## src/rtl/mod_n_digit_counter_pkg.sv

```systemverilog
// -----------------------------------------------------------------------------
// clock_pkg
// Shared definitions for the clock datapath digit counters.
//   cnt_state_t : RUN / SET mode of a digit counter
//   min_w       : unsigned clamp helper (smaller of two values)
//   SEC_U..HR_T : modulus of each digit position of an HH:MM:SS clock
// -----------------------------------------------------------------------------
package clock_pkg;

    typedef enum logic [0:0] {
        CNT_RUN = 1'b0,
        CNT_SET = 1'b1
    } cnt_state_t;

    localparam int unsigned SEC_U = 32'd10;
    localparam int unsigned SEC_T = 32'd6;
    localparam int unsigned MIN_U = 32'd10;
    localparam int unsigned MIN_T = 32'd6;
    localparam int unsigned HR_U  = 32'd10;
    localparam int unsigned HR_T  = 32'd3;

    // Smaller of two unsigned values; callers cast back to their own width.
    function automatic int unsigned min_w(input int unsigned a, input int unsigned b);
        if (a < b) begin
            return a;
        end else begin
            return b;
        end
    endfunction

endpackage

```

## src/rtl/mod_n_digit_counter_if.sv

```systemverilog
// -----------------------------------------------------------------------------
// mod_n_digit_counter_if
// Control and status bundle of one digit counter stage.
//   master : drives tick, set_time, set_up, set_dn, limit_en, limit, load,
//            load_val; observes count, carry_out, at_max
//   slave  : the counter itself (opposite directions)
// -----------------------------------------------------------------------------
interface mod_n_digit_counter_if #(
    parameter int unsigned WIDTH = 4
);
    logic             tick;
    logic             set_time;
    logic             set_up;
    logic             set_dn;
    logic             limit_en;
    logic [WIDTH-1:0] limit;
    logic             load;
    logic [WIDTH-1:0] load_val;
    logic [WIDTH-1:0] count;
    logic             carry_out;
    logic             at_max;

    modport master (
        output tick, set_time, set_up, set_dn, limit_en, limit, load, load_val,
        input  count, carry_out, at_max
    );

    modport slave (
        input  tick, set_time, set_up, set_dn, limit_en, limit, load, load_val,
        output count, carry_out, at_max
    );

endinterface

```

## src/rtl/mod_n_digit_counter_edge_pulse.sv

```systemverilog
// -----------------------------------------------------------------------------
// edge_pulse
// Rising-edge detector: pulse is high for the cycle in which level is 1 and
// was 0 at the previous clkmain edge. A level held high yields one pulse.
//   clkmain : main clock, rising edge
//   clear_n : asynchronous active-low reset (previous value cleared to 0)
//   level   : already synchronised/debounced input level
//   pulse   : one-cycle rising-edge pulse
// -----------------------------------------------------------------------------
module edge_pulse (
    input  logic clkmain,
    input  logic clear_n,
    input  logic level,
    output logic pulse
);

    logic prev_r;

    // Remember the level sampled at the previous edge.
    always_ff @(posedge clkmain or negedge clear_n) begin
        if (!clear_n) begin
            prev_r <= 1'b0;
        end else begin
            prev_r <= level;
        end
    end

    assign pulse = level & ~prev_r;

endmodule

```

## src/rtl/mod_n_digit_counter.sv

```systemverilog
// -----------------------------------------------------------------------------
// mod_n_digit_counter
// One digit of the clock datapath: counts 0..T on carry-in ticks, emits a
// registered carry pulse on wrap, and can be stepped up/down by buttons in
// SET mode without propagating carry. T is MODULUS-1, or a smaller runtime
// limit when limit_en is set.
//   clkmain           : main clock, rising edge
//   clear_n           : asynchronous active-low reset
//   bus.tick          : carry-in from the lower stage
//   bus.set_time      : 1 = SET mode, 0 = RUN mode
//   bus.set_up/set_dn : button levels, rising edge steps in SET mode
//   bus.limit_en/limit: runtime terminal value override
//   bus.load/load_val : synchronous load, clamped to T
//   bus.count         : current digit (registered)
//   bus.carry_out     : registered one-cycle wrap pulse
//   bus.at_max        : count >= T (combinational)
// -----------------------------------------------------------------------------
module mod_n_digit_counter
    import clock_pkg::*;
#(
    parameter int unsigned WIDTH   = 4,
    parameter int unsigned MODULUS = 10
) (
    input  logic                  clkmain,
    input  logic                  clear_n,
    mod_n_digit_counter_if.slave  bus
);

    localparam logic [WIDTH-1:0] T_STATIC = WIDTH'(MODULUS - 32'd1);
    localparam logic [WIDTH-1:0] ZERO_W   = WIDTH'(32'd0);
    localparam logic [WIDTH-1:0] ONE_W    = WIDTH'(32'd1);

    cnt_state_t       state_r;
    cnt_state_t       state_nxt_s;
    logic [WIDTH-1:0] count_r;
    logic [WIDTH-1:0] count_nxt_s;
    logic             carry_r;
    logic             carry_nxt_s;
    logic [WIDTH-1:0] t_s;
    logic [WIDTH-1:0] load_clamp_s;
    logic [WIDTH-1:0] step_s;
    logic             up_p_s;
    logic             dn_p_s;

    edge_pulse u_up_edge (
        .clkmain (clkmain),
        .clear_n (clear_n),
        .level   (bus.set_up),
        .pulse   (up_p_s)
    );

    edge_pulse u_dn_edge (
        .clkmain (clkmain),
        .clear_n (clear_n),
        .level   (bus.set_dn),
        .pulse   (dn_p_s)
    );

    // Terminal value and clamped load value, recomputed every cycle.
    always_comb begin
        t_s          = T_STATIC;
        load_clamp_s = ZERO_W;
        if (bus.limit_en) begin
            t_s = WIDTH'(min_w(32'(bus.limit), 32'(T_STATIC)));
        end else begin
            t_s = T_STATIC;
        end
        load_clamp_s = WIDTH'(min_w(32'(bus.load_val), 32'(t_s)));
    end

    // Next-state, next-count and next-carry decision.
    always_comb begin
        state_nxt_s = state_r;
        count_nxt_s = count_r;
        carry_nxt_s = 1'b0;
        step_s      = count_r;

        if (bus.set_time) begin
            state_nxt_s = CNT_SET;
        end else begin
            state_nxt_s = CNT_RUN;
        end

        if (bus.load) begin
            count_nxt_s = load_clamp_s;
        end else begin
            case (state_r)
                CNT_RUN: begin
                    if (bus.tick) begin
                        // >= rather than == so an out-of-range count wraps too.
                        if (count_r >= t_s) begin
                            count_nxt_s = ZERO_W;
                            carry_nxt_s = 1'b1;
                        end else begin
                            count_nxt_s = count_r + ONE_W;
                        end
                    end else begin
                        count_nxt_s = count_r;
                    end
                end
                CNT_SET: begin
                    if (up_p_s && !dn_p_s) begin
                        if (count_r >= t_s) begin
                            step_s = ZERO_W;
                        end else begin
                            step_s = count_r + ONE_W;
                        end
                    end else if (dn_p_s && !up_p_s) begin
                        if (count_r == ZERO_W) begin
                            step_s = t_s;
                        end else if (count_r > t_s) begin
                            step_s = t_s;
                        end else begin
                            step_s = count_r - ONE_W;
                        end
                    end else begin
                        step_s = count_r;
                    end
                    // Leaving SET: pull a count stranded above T back to T.
                    if (!bus.set_time && (step_s > t_s)) begin
                        count_nxt_s = t_s;
                    end else begin
                        count_nxt_s = step_s;
                    end
                end
                default: begin
                    state_nxt_s = CNT_RUN;
                    count_nxt_s = count_r;
                end
            endcase
        end
    end

    // State, count and carry registers.
    always_ff @(posedge clkmain or negedge clear_n) begin
        if (!clear_n) begin
            state_r <= CNT_RUN;
            count_r <= ZERO_W;
            carry_r <= 1'b0;
        end else begin
            state_r <= state_nxt_s;
            count_r <= count_nxt_s;
            carry_r <= carry_nxt_s;
        end
    end

    assign bus.count     = count_r;
    assign bus.carry_out = carry_r;
    assign bus.at_max    = (count_r >= t_s);

endmodule

```

## src/flat_wrapper.sv

```systemverilog
// flat-port wrapper written by rule: the top's interface ports become plain ports
module mod_n_digit_counter_flat import clock_pkg::*;
#(
    parameter int unsigned WIDTH   = 4,
    parameter int unsigned MODULUS = 10
)
  (clkmain, clear_n, bus_tick, bus_set_time, bus_set_up, bus_set_dn, bus_limit_en, bus_limit, bus_load, bus_load_val, bus_count, bus_carry_out, bus_at_max);
  mod_n_digit_counter_if #(.WIDTH(WIDTH)) bus_i ();
  input  logic clkmain;
  input  logic clear_n;
  input wire logic [$bits(bus_i.tick)-1:0] bus_tick;
  input wire logic [$bits(bus_i.set_time)-1:0] bus_set_time;
  input wire logic [$bits(bus_i.set_up)-1:0] bus_set_up;
  input wire logic [$bits(bus_i.set_dn)-1:0] bus_set_dn;
  input wire logic [$bits(bus_i.limit_en)-1:0] bus_limit_en;
  input wire logic [$bits(bus_i.limit)-1:0] bus_limit;
  input wire logic [$bits(bus_i.load)-1:0] bus_load;
  input wire logic [$bits(bus_i.load_val)-1:0] bus_load_val;
  output wire logic [$bits(bus_i.count)-1:0] bus_count;
  output wire logic [$bits(bus_i.carry_out)-1:0] bus_carry_out;
  output wire logic [$bits(bus_i.at_max)-1:0] bus_at_max;
  assign bus_i.tick = bus_tick;
  assign bus_i.set_time = bus_set_time;
  assign bus_i.set_up = bus_set_up;
  assign bus_i.set_dn = bus_set_dn;
  assign bus_i.limit_en = bus_limit_en;
  assign bus_i.limit = bus_limit;
  assign bus_i.load = bus_load;
  assign bus_i.load_val = bus_load_val;
  assign bus_count = bus_i.count;
  assign bus_carry_out = bus_i.carry_out;
  assign bus_at_max = bus_i.at_max;
  mod_n_digit_counter #(.WIDTH(WIDTH), .MODULUS(MODULUS)) u_core (.clkmain(clkmain), .clear_n(clear_n), .bus(bus_i));
endmodule
```

## config.mk

```make
export PLATFORM = sky130hd
export DESIGN_NAME = mod_n_digit_counter_flat
export DESIGN_NICKNAME = d
export VERILOG_FILES = /design/src/rtl/mod_n_digit_counter_pkg.sv /design/src/rtl/mod_n_digit_counter_if.sv /design/src/rtl/mod_n_digit_counter_edge_pulse.sv /design/src/rtl/mod_n_digit_counter.sv /design/src/flat_wrapper.sv
export SDC_FILE = /design/constraint.sdc
export NUM_CORES = 1
export LEC_CHECK = 0
export ABC_AREA = 1
export CELL_PAD_IN_SITES_DETAIL_PLACEMENT = 0
export CELL_PAD_IN_SITES_GLOBAL_PLACEMENT = 1
export CORE_MARGIN = 3
export CORE_UTILIZATION = 36
export DETAILED_ROUTE_END_ITERATION = 16
export GPL_ROUTABILITY_DRIVEN = 0
export PLACE_DENSITY = 0.78
export REMOVE_ABC_BUFFERS = 1
export SYNTH_ARGS = -nofsm -noshare
export SYNTH_HDL_FRONTEND = slang
export SYNTH_SLANG_ARGS = --single-unit
```

## constraint.sdc

```tcl
create_clock -name clkmain -period 3.9 [get_ports clkmain]
set_clock_uncertainty 0.05 [all_clocks]
set_input_delay 0.78 -clock clkmain [delete_from_list [all_inputs] [get_ports clkmain]]
set_output_delay 0.78 -clock clkmain [all_outputs]
set_load 0.01 [all_outputs]
```

After elaboration in Yosys (flattened, before gate mapping)
Index checks and enable logic that the tools add are counted.
- register bits: 8
- bits of input ports: 16
- logic and storage cells: 44
- add/sub/neg operators: 2
- magnitude comparators: 5
- equality and inequality tests: 1
- muxes and demuxes: 19
- bitwise gates (word level): 5
- reductions and logical operators: 7
- operators with widths (cell ; count):
    $mux W4 ; 13
    $gt A4 B4 Y1 ; 2
    $pmux W4 S2 ; 1
    $mux W1 ; 5
    $add A4 B1 Y4 const B ; 1
    $ge A4 B4 Y1 ; 1
    $logic_not A4 Y1 ; 1
    $lt A4 B4 Y1 ; 1
    $lt A4 B4 Y1 const B ; 1
    $sub A4 B1 Y4 const B ; 1
    $logic_and A1 B1 Y1 ; 3
    $logic_not A1 Y1 ; 3
    $ne A3 B3 Y1 const B ; 1
    $not A1 Y1 ; 3
    $and A1 B1 Y1 ; 2

Depth between registers and ports, before layout
- depth after elaboration: 15
- mapped depth: 27
- gate-level depth less buffers: 27

By module
From an unflattened synthesis, not the netlist that was laid out.
- cells, all modules: 172
- area total of the unflattened synthesis: 1106.1 µm²
- modules (own cells, without submodules) (module ; instances ; cells each ; area an instance (µm²)):
    mod_n_digit_counter ; 1 ; 166 ; 1036.0
    edge_pulse ; 2 ; 3 ; 35.0

Worst setup path after synthesis
No wires, ideal clock.
- path type: in2reg
- start: in bus_limit[1]
- end: reg u_core.count_r[2] (netlist: u_core.bus.count[2])
- setup time: 0.113 ns
- data arrival time: 3.238 ns
- required time: 3.737 ns
- path slack: 0.500 ns
- stages on the path: 24
- cell sequence: nor2_1 -> nand3_1 -> nand2_2 -> nand2_1 -> ha_1 -> nand2_1 -> nand2_1 -> nand2_2 -> nand2_2 -> nand2_4 -> nand3_1 -> nand3_2 -> nand3_1 -> nand2_1 -> inv_1 -> ha_1 -> a41oi_1 -> nand2_1 -> o21ai_0 -> inv_2 -> nand2_1 -> nand3_1 -> nand2_1 -> inv_1
- word-level cells in the longest chain between the ends: 15
- elaborated cells on any way between the ends: 20
- those cells by class: order compare (5); mux (14); reduce/logical (1)
- ends and longest elaborated chain (item ; line ; text):
    from (decl) ; flat_wrapper.sv:16 ; input wire logic [$bits(bus_i.limit)-1:0] bus_limit;
    $lt A4 B4 Y1 ; mod_n_digit_counter_pkg.sv:24 ; if (a < b) begin
    $mux W4 * ; mod_n_digit_counter_pkg.sv:24 ;
    $mux W4 * ; mod_n_digit_counter.sv:63 ; if (bus.limit_en) begin
    $gt A4 B4 Y1 ; mod_n_digit_counter.sv:111 ; end else if (count_r > t_s) begin
    $mux W4 ; mod_n_digit_counter.sv:111 ;
    $mux W4 ; mod_n_digit_counter.sv:109 ; if (count_r == ZERO_W) begin
    $mux W4 ; mod_n_digit_counter.sv:108 ; end else if (dn_p_s && !up_p_s) begin
    $mux W4 ; mod_n_digit_counter.sv:102 ; if (up_p_s && !dn_p_s) begin
    $mux W4 ; mod_n_digit_counter.sv:87 ; case (state_r)
    $mux W4 ; mod_n_digit_counter.sv:84 ; if (bus.load) begin
    $gt A4 B4 Y1 ; mod_n_digit_counter.sv:120 ; if (!bus.set_time && (step_s > t_s)) begin
    $logic_and A1 B1 Y1 ; mod_n_digit_counter.sv:120 ;
    $mux W4 ; mod_n_digit_counter.sv:120 ;
    $pmux W4 S2 ; mod_n_digit_counter.sv:87 ;
    $mux W4 * ; mod_n_digit_counter.sv:84 ;
    to (signal assigned) ; mod_n_digit_counter.sv:142 ; count_r <= count_nxt_s;
    to (decl) ; mod_n_digit_counter.sv:35 ; logic [WIDTH-1:0] count_r;
Every way passes the cells marked *; elsewhere a longest branch is shown, timed or not. The select of a mux whose other input is x is not followed.
A chain may end at the register's enable or synchronous reset.

Worst setup path in the final report
- start: in bus_limit[1]
- end: out bus_at_max
- word-level cells in the longest chain between the ends: 4
- ends and longest elaborated chain (item ; line ; text):
    $lt A4 B4 Y1 ; mod_n_digit_counter_pkg.sv:24 ;
    $mux W4 * ; mod_n_digit_counter_pkg.sv:24 ;
    $mux W4 * ; mod_n_digit_counter.sv:63 ;
    $ge A4 B4 Y1 * ; mod_n_digit_counter.sv:149 ; assign bus.at_max = (count_r >= t_s);
    to (decl) ; flat_wrapper.sv:21 ; output wire logic [$bits(bus_i.at_max)-1:0] bus_at_max;
Every way passes the cells marked *; elsewhere a longest branch is shown, timed or not.

==> results.cfg <==
[final_layout]
area.sequential_um2 = 200
area_growth_syn_to_layout_pct = 38.2
fin_nets = 244
fin_cells = 255
multi_input_comb_area_um2 = 836
n_antenna_cell = 0
drive_gt1_share_pct = 20.7
fill_cells = 299

[setup_path]
critical_path_class = input pin to primary output
r2r_start = u_core.bus.count[3]
worstSetupStartpoint = bus_limit[1]
critPathCapture = bus_at_max
worstPathRequired_ns = 3.07
cp.arrival_ns = 2.90
reg2reg_slack_ns = 1.00
crit_path_start_kind = input pin
reg2reg_to = u_core.bus.count[2]
worst-r2r-cell-count = 19
critPathCaptureType = primary output
worst-path-max-fanout = 7

[timing]
fin_ws_ns = 0.169
period_minus_slack_ns = 3.73
tns_ns = 0
slew-limit-headroom_pct = 72.8
hold_ws_ns = 0.546
setup_viol = 0
worst-slew-pin-transition_ns = 0.408
final-max-slew-violation-count = 0
max_freq_mhz = 268
period_share_pct = 95.7
hold_viol = 0

[logic_synthesis]
async_reset_ff_share_pct = 100
yosysUniqueCellTypes = 26
synth_area_leader_cell = dfrtp_1
ys_seq_area_share_pct = 17.7
synth_top_area_share_pct = 17.7
yosysMostFrequentCell = nand2_1
yosys_warnings = 0
netlist_area_um2 = 1130
avgSynthCellArea_um2 = 6.46
synthCells = 175
synth_enable_flop_cells = 0
ys.flop_type = dfrtp_1
synth.area.top_cells = dfrtp_1 (18%), ha_1 (14%), nand2_1 (14%)
ys_ff_latch = 8
synthTopCellsByCount = nand2_1 (41), inv_1 (32), nand3_1 (22)

[grt]
grt_use_total_pct = 17.0
grt_busiest_layer = met2
grt_remaining_overflow = 0
grt_pass1_wl_um = 4850
first_global_vias = 1135
antenna_found_initial = 0
met2_usage_pct = 30.0
grt_use_met1_pct = 21.3
use_met3_pct = 4.34
grt_max_degree = 9

[power]
power_uw = 579
p_per_area_nw_per_um2 = 371
leakagePower_uw = 0.000829
irDropWorstVdd_uv = 164

[clock_tree]
clk_path_buf_depth = 2
cts-root-buf = clkbuf_4
numCtsBuffers = 3
h-tree-depth = 1
cts_tree = done
clkTransAtPathRegs_ns = 0.05
clkLatencyLatePin_ns = 0.25
cts.sinks = 8

[run_status]
run_status = completed

[route]
first_pass_iters = 4
wl_um = 3030
vias = 1238
drt_iter0_drc = 43
routedWlPerCell_um = 11.9
drtAntennaViolNets = 0
drc_errors = 0
via_per_inst = 4.85

[placed_design]
port_buffers = 21
dp_slack_ns = -0.146
hpwl_um = 2550
placedCellCount = 252

[floorplan]
start_util_pct = 39.3
core_area_um2 = 2880
die_area_um2 = 3850
rows = 19
die_y_um = 62.0
io_pins = 22
die_w_um = 62.0

[job]
maxCapViolations = 0

[min_path]
hold_class = register to register
-- metrics by stage --
stage,util (%),instance area (um^2)
finish,54.3,1560
global route,54.3,1560
CTS,52.8,1520
detailed placement,52.1,1500
global placement,52.1,1500
floorplan,-,1130
-- report_power, final --
part	switching (uW)	internal, uW
logic	217	185
clock network	26.6	35.1
registers	21.3	94.8
-- registers in the layout, summed over array words and instances (netlist names) --
signal	cells
u_core.u_dn_edge.prev_r	1
u_core.u_up_edge.prev_r	1
u_core.bus.count	4
u_core.state_r	1
u_core.bus.carry_out	1
-- how the worst min path moves through the flow --
stage,cells past startpoint,start,slack [ns],endpoint
after detailed placement,3,u_core.state_r,0.53,u_core.bus.carry_out
final,3,u_core.state_r,0.55,u_core.bus.carry_out
after global placement,3,u_core.state_r,0.53,u_core.bus.carry_out
after global routing,3,u_core.state_r,0.61,u_core.bus.carry_out
after floorplan,0,clear_n,0.43,u_core.bus.carry_out
after CTS,3,u_core.state_r,0.55,u_core.bus.carry_out
-- kinds of logic after synthesis --
| kind of cell | share of synthesized area (%) |
|---|---|
| buffers and inverters | 12.0 |
| AND/OR/NAND/NOR | 41.6 |
| AO/OA/AOI/OAI | 12.7 |
| adder cells (fa/ha/maj) | 14.4 |
| flip-flops | 17.7 |
| XOR/XNOR | 1.55 |
-- final cells by class --
type / count / share of cell area, %
Inverter: 36 / 8.65
Tap cell: 42 / 3.37
Timing Repair Buffer: 35 / 20.2
Multi-Input combinational cell: 131 / 53.5
Clock buffer: 3 / 1.44
Sequential cell: 8 / 12.8
-- per-layer routing --
metal	part of all wire, %	wire (um)
met1	46	1390
met2	50	1530
met3	3.9	117
met4	0	0
met5	0	0
-- placed cells by master (no fill, tap or decap) --
master            n
nand2_1          40
nand3_1          22
buf_4            14
nand2_4           3
nand3_4           1
a21boi_1          1
nand3b_1          1
o21ai_0           6
a21oi_2           3
xor2_1            2
a41oi_2           1
a31oi_1           1
or2_1             1
nand4_1           1
nand3_2           5
inv_2             3
o21ai_1           3
nand2_2           7
a21oi_1           6
clkdlybuf4s50_1  21
a211oi_1          1
clkinv_1          1
nor2_2            1
nor2_1           10
ha_1             11
ha_4              2
dfrtp_1           8
or2_0             1
a21oi_4           1
inv_1            32
clkbuf_4          3
-- worst max-delay path, stage by stage --
cell             delay (ns)
clkdlybuf4s50_1        0.45
nor2_1                 0.13
nand3_1                0.09
nand2_2                0.08
buf_4                  0.12
nand2_4                0.04
ha_1                   0.29
nand3_2                0.13
nand3_4                0.15
buf_4                  0.12
clkdlybuf4s50_1        0.52
-- timing repair --
item                                    CTS  global route
resized for setup                         0             8
hold buffers                              0             0
setup buffers                             0             0
endpoints found under the setup margin    0             4
(Power assumes the default switching activity.)
